[config.mk]
export PLATFORM = sky130hd
export DESIGN_NAME = prbs_framer
export DESIGN_NICKNAME = d
export VERILOG_FILES = /design/src/rtl/comms_pkg.sv /design/src/rtl/prbs_lfsr.sv /design/src/rtl/prbs_framer.sv
export SDC_FILE = /design/constraint.sdc
export NUM_CORES = 1
export LEC_CHECK = 0
export CORE_MARGIN = 1.5
export CORE_UTILIZATION = 55
export DETAILED_ROUTE_END_ITERATION = 10
export GPL_ROUTABILITY_DRIVEN = 0
export PLACE_DENSITY = 0.74
export SYNTH_ARGS = -nofsm -noshare
export SYNTH_HDL_FRONTEND = slang
export SYNTH_SLANG_ARGS = --single-unit
[constraint.sdc]
create_clock -name clock -period 2.8 [get_ports clock]
set_clock_uncertainty 0.1 [all_clocks]
set_input_delay 0.56 -clock clock [delete_from_list [all_inputs] [get_ports clock]]
set_output_delay 0.56 -clock clock [all_outputs]
set_load 0.01 [all_outputs]
[src/rtl/comms_pkg.sv]
// Shared definitions for the serial PRBS framing blocks: FSM state encoding,
// payload length constants and PRBS9 tap positions.
package comms_pkg;

  typedef enum logic [1:0] {
    IDLE    = 2'd0,
    PREAMB  = 2'd1,
    PAYLOAD = 2'd2
  } state_t;

  localparam logic [8:0] LEN_64  = 9'd64;
  localparam logic [8:0] LEN_128 = 9'd128;
  localparam logic [8:0] LEN_256 = 9'd256;
  localparam logic [8:0] LEN_511 = 9'd511;

  // PRBS9, x^9 + x^5 + 1
  localparam int TAP_HI = 8;
  localparam int TAP_LO = 4;

  // Index of the last payload bit for a length select code
  function automatic logic [8:0] len_last(input logic [1:0] sel);
    logic [8:0] len;
    case (sel)
      2'b00:   len = LEN_64;
      2'b01:   len = LEN_128;
      2'b10:   len = LEN_256;
      default: len = LEN_511;
    endcase
    return len - 9'd1;
  endfunction

endpackage

[src/rtl/prbs_lfsr.sv]
// PRBS9 Fibonacci LFSR: shifts toward the MSB, feedback enters at bit 0.
// load has priority over step so a frame restart can reseed on an emit edge.
module prbs_lfsr
  import comms_pkg::*;
#(
  parameter logic [8:0] SEED = 9'h1FF
) (
  input  logic       clock,
  input  logic       i_reset,
  input  logic       load,
  input  logic [8:0] load_val,
  input  logic       step,
  output logic       msb
);

  logic [8:0] lfsr;

  // Seed on reset or load, advance one bit per step
  always_ff @(posedge clock or negedge i_reset) begin
    if (!i_reset)  lfsr <= SEED;
    else if (load) lfsr <= load_val;
    else if (step) lfsr <= {lfsr[7:0], lfsr[TAP_HI] ^ lfsr[TAP_LO]};
  end

  assign msb = lfsr[TAP_HI];

endmodule

[src/rtl/prbs_framer.sv]
// Serial frame generator: 8-bit preamble (MSB first) followed by a PRBS9
// payload of 64/128/256/511 bits, one bit per i_tick.
// Optional build macro PRBS_FRAMER_CNT_EN adds o_frame_cnt (completed frames).
module prbs_framer
  import comms_pkg::*;
#(
  parameter logic [8:0] SEED     = 9'h1FF,
  parameter logic [7:0] PREAMBLE = 8'hD5
) (
  input  logic        clock,
  input  logic        i_reset,
  input  logic        i_tick,
  input  logic        i_start,
  input  logic [1:0]  i_len_sel,
  output logic        o_bit,
  output logic        o_valid,
  output logic        o_sof,
  output logic        o_busy
`ifdef PRBS_FRAMER_CNT_EN
  ,
  output logic [15:0] o_frame_cnt
`endif
);

  state_t     state;
  logic [2:0] idx;
  logic [8:0] cnt;
  logic [8:0] len_q;     // last payload index of the current frame
  logic       lfsr_msb;
  logic       lfsr_load;
  logic       lfsr_step;
  logic       frame_end;

  // Frame boundaries: reseed on every frame start, step on payload ticks
  always_comb begin
    frame_end = (state == PAYLOAD) && i_tick && (cnt == len_q);
    lfsr_step = (state == PAYLOAD) && i_tick;
    lfsr_load = i_start && ((state == IDLE) || frame_end);
  end

  prbs_lfsr #(.SEED(SEED)) u_lfsr (
    .clock    (clock),
    .i_reset  (i_reset),
    .load     (lfsr_load),
    .load_val (SEED),
    .step     (lfsr_step),
    .msb      (lfsr_msb)
  );

  // Framing FSM with registered outputs; non-tick cycles only clear the strobes
  always_ff @(posedge clock or negedge i_reset) begin
    if (!i_reset) begin
      state   <= IDLE;
      idx     <= 3'd7;
      cnt     <= '0;
      len_q   <= LEN_64 - 9'd1;
      o_bit   <= 1'b0;
      o_valid <= 1'b0;
      o_sof   <= 1'b0;
      o_busy  <= 1'b0;
    end else begin
      o_valid <= 1'b0;
      o_sof   <= 1'b0;
      case (state)
        IDLE: begin
          o_bit <= 1'b0;
          if (i_start) begin
            state  <= PREAMB;
            idx    <= 3'd7;
            len_q  <= len_last(i_len_sel);
            o_busy <= 1'b1;
          end
        end
        PREAMB: if (i_tick) begin
          o_bit   <= PREAMBLE[idx];
          o_valid <= 1'b1;
          o_sof   <= (idx == 3'd7);
          idx     <= idx - 3'd1;
          if (idx == 3'd0) begin
            state <= PAYLOAD;
            cnt   <= '0;
          end
        end
        PAYLOAD: if (i_tick) begin
          o_bit   <= lfsr_msb;
          o_valid <= 1'b1;
          cnt     <= cnt + 9'd1;
          if (cnt == len_q) begin
            cnt <= '0;
            if (i_start) begin
              state <= PREAMB;
              idx   <= 3'd7;
              len_q <= len_last(i_len_sel);
            end else begin
              state  <= IDLE;
              o_busy <= 1'b0;
            end
          end
        end
        default: begin
          state  <= IDLE;
          o_busy <= 1'b0;
        end
      endcase
    end
  end

`ifdef PRBS_FRAMER_CNT_EN
  // Completed-frame counter, bumps on the edge emitting the last payload bit
  always_ff @(posedge clock or negedge i_reset) begin
    if (!i_reset)       o_frame_cnt <= '0;
    else if (frame_end) o_frame_cnt <= o_frame_cnt + 16'd1;
  end
`endif

endmodule

Word-level counts from Yosys, hierarchy flattened
Memory sizes are Yosys's and may differ from the RTL's.
Index checks and enable logic that the tools add are counted.
W data, S select, Z words.
{ "totals": {"reg_bits": 36, "rom_bits": 8, "inputBits": 6, "out_inout_bits": 4, "elab_cells": 91, "memories": 1} }
{ "op_classes": {"n_addsub": 4, "n_lt_le_gt_ge": 1, "n_eq_ne": 13, "mux": 43, "bitwise_logic": 2, "reduce_logical": 18} }
{ "memory_table": {"columns": ["memory", "depth", "width", "rd", "rd_clocked_by_memory_dff", "wr", "line_no", "source"], "rows": [
  ["(name not given)", 8, 1, 1, 0, 0, "prbs_framer.sv:75", "o_bit <= PREAMBLE[idx];"]
]} }
{ "op_table": {"columns": ["op", "count"], "rows": [
  ["$mux W9", 15],
  ["$pmux W9 S2", 2],
  ["$pmux W9 S3", 1],
  ["$sub A9 B1 Y9 const B", 2],
  ["$reduce_and A5 Y1", 3],
  ["$mux W1", 12],
  ["$mux W3", 4],
  ["$ne A2 B2 Y1 const B", 6],
  ["$mux W2", 5],
  ["$add A9 B1 Y9 const B", 1],
  ["$eq A9 B9 Y1", 1],
  ["$pmux W3 S3", 1],
  ["$reduce_and A4 Y1", 2],
  ["$pmux W1 S3", 2],
  ["$pmux W2 S3", 1],
  ["$reduce_bool A2 Y1", 3],
  ["$eq A2 B1 Y1 const B", 2],
  ["$eq A2 B2 Y1 const B", 2],
  ["$logic_not A2 Y1", 2],
  ["$lt A3 B4 Y1 const B", 1],
  ["$eq A3 B3 Y1 const B", 1],
  ["$logic_and A1 B1 Y1", 3],
  ["$logic_not A3 Y1", 1],
  ["$reduce_and A3 Y1", 1],
  ["other kinds (7)", 7]
]} }

Depth between registers and ports, before layout
{ "depth": {"depth_word": 11, "depth_mapped": 8, "depth_no_buf": 7} }

Modules after synthesis
From an unflattened synthesis, not the netlist that was laid out.
{ "hier_totals": {"cells_unflattened": 179, "area_unflattened_um2": 1813.0} }
{ "modules_own_cells": {"columns": ["mod", "instances", "cells_each", "area_each_um2", "seq_area_each_um2"], "rows": [
  ["prbs_framer", 1, 138, 1358.8, 555.5],
  ["prbs_lfsr", 1, 41, 454.2, 236.5]
]} }

Worst setup path before layout
No wires, ideal clock.
{ "synth_timing": {"path_type": "reg2reg", "start": "register state[0]", "end": "register state[0]", "arrival_time_ns": 1.708, "required_ns": 2.575, "path_slack_ns": 0.867, "stages_incl_launch_ff": 7, "path_cell_list": "dfrtp_1 -> inv_1 -> ha_1 -> buf_2 -> o21ba_2 -> a2111oi_4 -> mux2_4"} }
{ "synth_via": {"elab_chain_cells": 3} }
{ "synth_lines": {"columns": ["element", "line_no", "source"], "rows": [
  ["start: declaration", "prbs_framer.sv:25", "state_t state;"],
  ["start signal: assignment", "prbs_framer.sv:53", "state <= IDLE;"],
  ["start signal: assignment", "prbs_framer.sv:68", "state <= PREAMB;"],
  ["start signal: assignment", "prbs_framer.sv:80", "state <= PAYLOAD;"],
  ["$eq A2 B1 Y1 (tied with other cells)", "prbs_framer.sv:64", "case (state)"],
  ["$ne A2 B2 Y1 (no source line) / $ne A2 B1 Y1 (equally long branches)", null, null],
  ["$reduce_and A5 Y1 (no source line)", null, null]
]} }
Parallel ways exist; a longest one is shown, timed or not.
A chain may end at the register's enable or synchronous reset.

Worst setup path in the final report
{ "layout_timing": {"start": "register state[1]", "end": "register cnt[8]"} }
{ "layout_via": {"elab_chain_cells": 3} }
{ "layout_lines": {"columns": ["element", "line_no", "source"], "rows": [
  ["$eq A2 B1 Y1 / $eq A2 B2 Y1 (equally long branches)", "prbs_framer.sv:64", null],
  ["$ne A2 B2 Y1 (no source line) / $reduce_bool A2 Y1 (equally long branches)", null, null],
  ["$reduce_and A4 Y1 (no source line)", null, null],
  ["end signal: assignment", "prbs_framer.sv:87", "cnt <= cnt + 9'd1;"],
  ["end: declaration", "prbs_framer.sv:27", "logic [8:0] cnt;"]
]} }
Parallel ways exist; a longest one is shown, timed or not.

==> qor.txt <==
Status - finished, final reports clean
Vias/cell - 5.63
Initial antenna violation count - 0
CP Max Fanout - 12
ANT nets after route - 0
Unrepaired setup endpoints after global routing - false
I/O pin count - 10
Compound-Gate Fraction of Synth Area - 16.9%
Relative slew slack - 70.2%
PortBufs - 9
PwrDens - 534 nW/um2
Largest area contributor in the netlist - dfrtp_1
Non-Filler Instances - 232
Hold_buf cts - 0
Largest family of logic cells by synthesized area - simple AND/OR/NAND/NOR gates
CP Launch Point - state[1]
Max cap viols - 0
Clock Root Buffer - clkbuf_4
CTS max path bufs - 2
Post-synth top flop - dfrtp_1
Synth warn - 0
Fraction of registers with async set/reset - 100%
Die W - 59.3 um
Remaining DRCs - 0
CP Launch Type - flop
Pin count of the biggest net entering global routing - 32
Design Area, Final - 1970 um2
Crit Reg-Reg Startpoint - state[1]
Sequential area share after synthesis - 45.5%
XOR/XNOR Fraction of Synth Area - 2.52%
Cells after DPL - 224
Hold Path Depth - 2
Class of the worst hold path - reg2reg
Fmax - 461 MHz
Post-route clock period utilization - 77.6%
Post-Syn Instances - 173
Layout cells sized above 1 - 20.2%
CORE AREA - 3030 um2
DRT iter0 DRCs - 58
Final setup vio count - 0
H-tree depth - 2
Worst r2r dst - cnt[8]
Post-synthesis adder-cell area fraction - 7.19%
Tightest Pin Transition - 0.447 ns
R2R Setup Slk - 0.63 ns
Syn Nets - 189
Layout Nets - 203
Die Y - 59.3 um
EDFF count, synth - 0
Antenna cells - 0
Gr ovfl total - 0
Synth top area share - 25.9%
Clk_lat worst skew - 0.34 ns
Library cells used by synthesis - 44
DP Worst Slack - 0.459 ns
Layer carrying the most global-route usage - met2
Multiplexer area fraction after synthesis - 5.10%
Global-route wire length before repair - 5680 um
WP data arrival - 2.29 ns
Max Slew Vio Count - 0
Synth area leaders - dfrtp_1, dfstp_2, ha_1
Clock sink total - 31
Grt met2 use - 35.3%
Wirelength, routed - 3230 um
Reg2Reg Depth - 7
Area grow syn2layout - 13.2%
Cts bufs inserted - 5
Critical Path Sink Type - flop
Synthesized area per cell - 10.1 um2
Final hold vios - 0
CTS tree - done
DR vias - 1,306
CP required - 2.92 ns
Critical path class - reg2reg
Tmin final - 2.17 ns
Drt first pass iters - 4
HP Start - u_lfsr.lfsr[3]
Dpl cell area - 1880 um2
Wire per inst - 13.9 um
Full die area - 3510 um2
Post-CTS setup buffers - 0
P_leak - 0.000898 uW
Total track usage - 21.6%
Met1 track demand over resource - 26.8%
Starting density of the core - 57.5%
Hpwl dp - 2360 um
Post_cts resized - 0
Worst-path clk slew - 0.11 ns
Final worst slack - 0.629 ns
Vias in the first global route - 1,258
Hold Path Sink - u_lfsr.lfsr[4]
Maximum vdd ir drop - 0.000636 V
Setup TNS - 0 ns
Post-Syn Area - 1740 um2
Met3 Use GR - 6.77%
Cell Rows - 20
Post-Synth Simple-Gate Area - 19.8%
FF+latch count, synth - 31
==> report_power, final <==
| part | switching (uW) | leakage [uW] | internal [uW] |
|---|---|---|---|
| registers | 55.6 | 0.000355 | 488 |
| logic | 71.7 | 0.000495 | 68.1 |
| clock network | 156 | 0.0000482 | 211 |
==> layer usage <==
layer,vias up,wire length [um]
met4,0,53
li1,648,-
met1,624,1450
met5,-,0
met2,27,1590
met3,7,138
==> sequential cells by signal (all words and copies together) (netlist names) <==
| signal | flops |
|---|---|
| cnt | 9 |
| u_lfsr.lfsr | 9 |
| len_q | 4 |
| idx | 3 |
| state | 2 |
| o_bit | 1 |
| o_busy | 1 |
| o_sof | 1 |
| o_valid | 1 |
==> through the flow <==
stage,total power (uW),hold WS (ns),util (%)
after floorplan,638,0.164,-
after global placement,681,0.369,62.2
after detailed placement,691,0.379,62.2
after CTS,1070,0.384,65.0
after global routing,1110,0.400,65.0
final,1050,0.379,65.0
==> layout by cell type, fill, tap and decap left out, types with 2 or more instances in the layout <==
cell type and instances:
nand3_1 10, a21o_1 3, nor3_1 4, a31oi_1 7, inv_1 9, nand4_1 4
clkbuf_4 5, nor2b_1 3, mux2_2 3, and2_1 2, o21ai_0 4, ha_1 10
a21oi_1 5, o211ai_1 2, dfstp_2 13, buf_4 2, nand2b_1 3, mux2i_1 4
and3_1 2, o21ai_2 2, a22oi_1 3, nor2_1 8, a22o_1 3, clkdlybuf4s50_1 9
dfrtp_1 18, nand2_1 25, xnor2_1 5
==> kinds of logic (layout without fill, tap and decap cells) <==
logic type | after synthesis | in the layout
DFF | 31 | 31
AOI/OAI and AO/OA | 38 | 38
muxes | 8 | 8
and+or+nand+nor | 68 | 68
xor gates and xnor gates | 5 | 5
buffers and inverters | 13 | 28
adders and majority gates | 10 | 10
==> worst max-delay path: stages, from the launching register on <==
cell,delay (ns)
dfrtp_1,0.44
inv_1,0.10
ha_1,0.35
and3b_1,0.27
o21ai_1,0.37
nor3_1,0.10
a21o_1,0.16
a22o_1,0.17
==> worst max-delay path by stage <==
stage	end	cells past startpoint	slack, ns
after floorplan	state[0]	6	0.87
after global placement	state[0]	4	0.50
after detailed placement	cnt[3]	6	0.46
after CTS	cnt[8]	7	0.59
after global routing	cnt[8]	7	0.47
final	cnt[8]	7	0.63
==> final cells by class <==
type                    instances  area, um2
fillers                       253       1060
multi-input cells             129        897
flip-flops and latches         31        792
repair buffers                 11        105
well taps                      44       55.1
clock buffers                   6       51.3
clock inverters                 2       35.0
inverters                       9       33.8
==> synth_stat cells (4+ instances only) <==
master / n
nand2_1: 25
dfrtp_1: 18
dfstp_2: 13
ha_1: 10
nand3_1: 10
inv_1: 9
nor2_1: 8
a31oi_1: 7
a21oi_1: 5
xnor2_1: 5
mux2i_1: 4
nand4_1: 4
nor3_1: 4
o21ai_0: 4
Note: power is estimated with default switching activity, not from simulation.
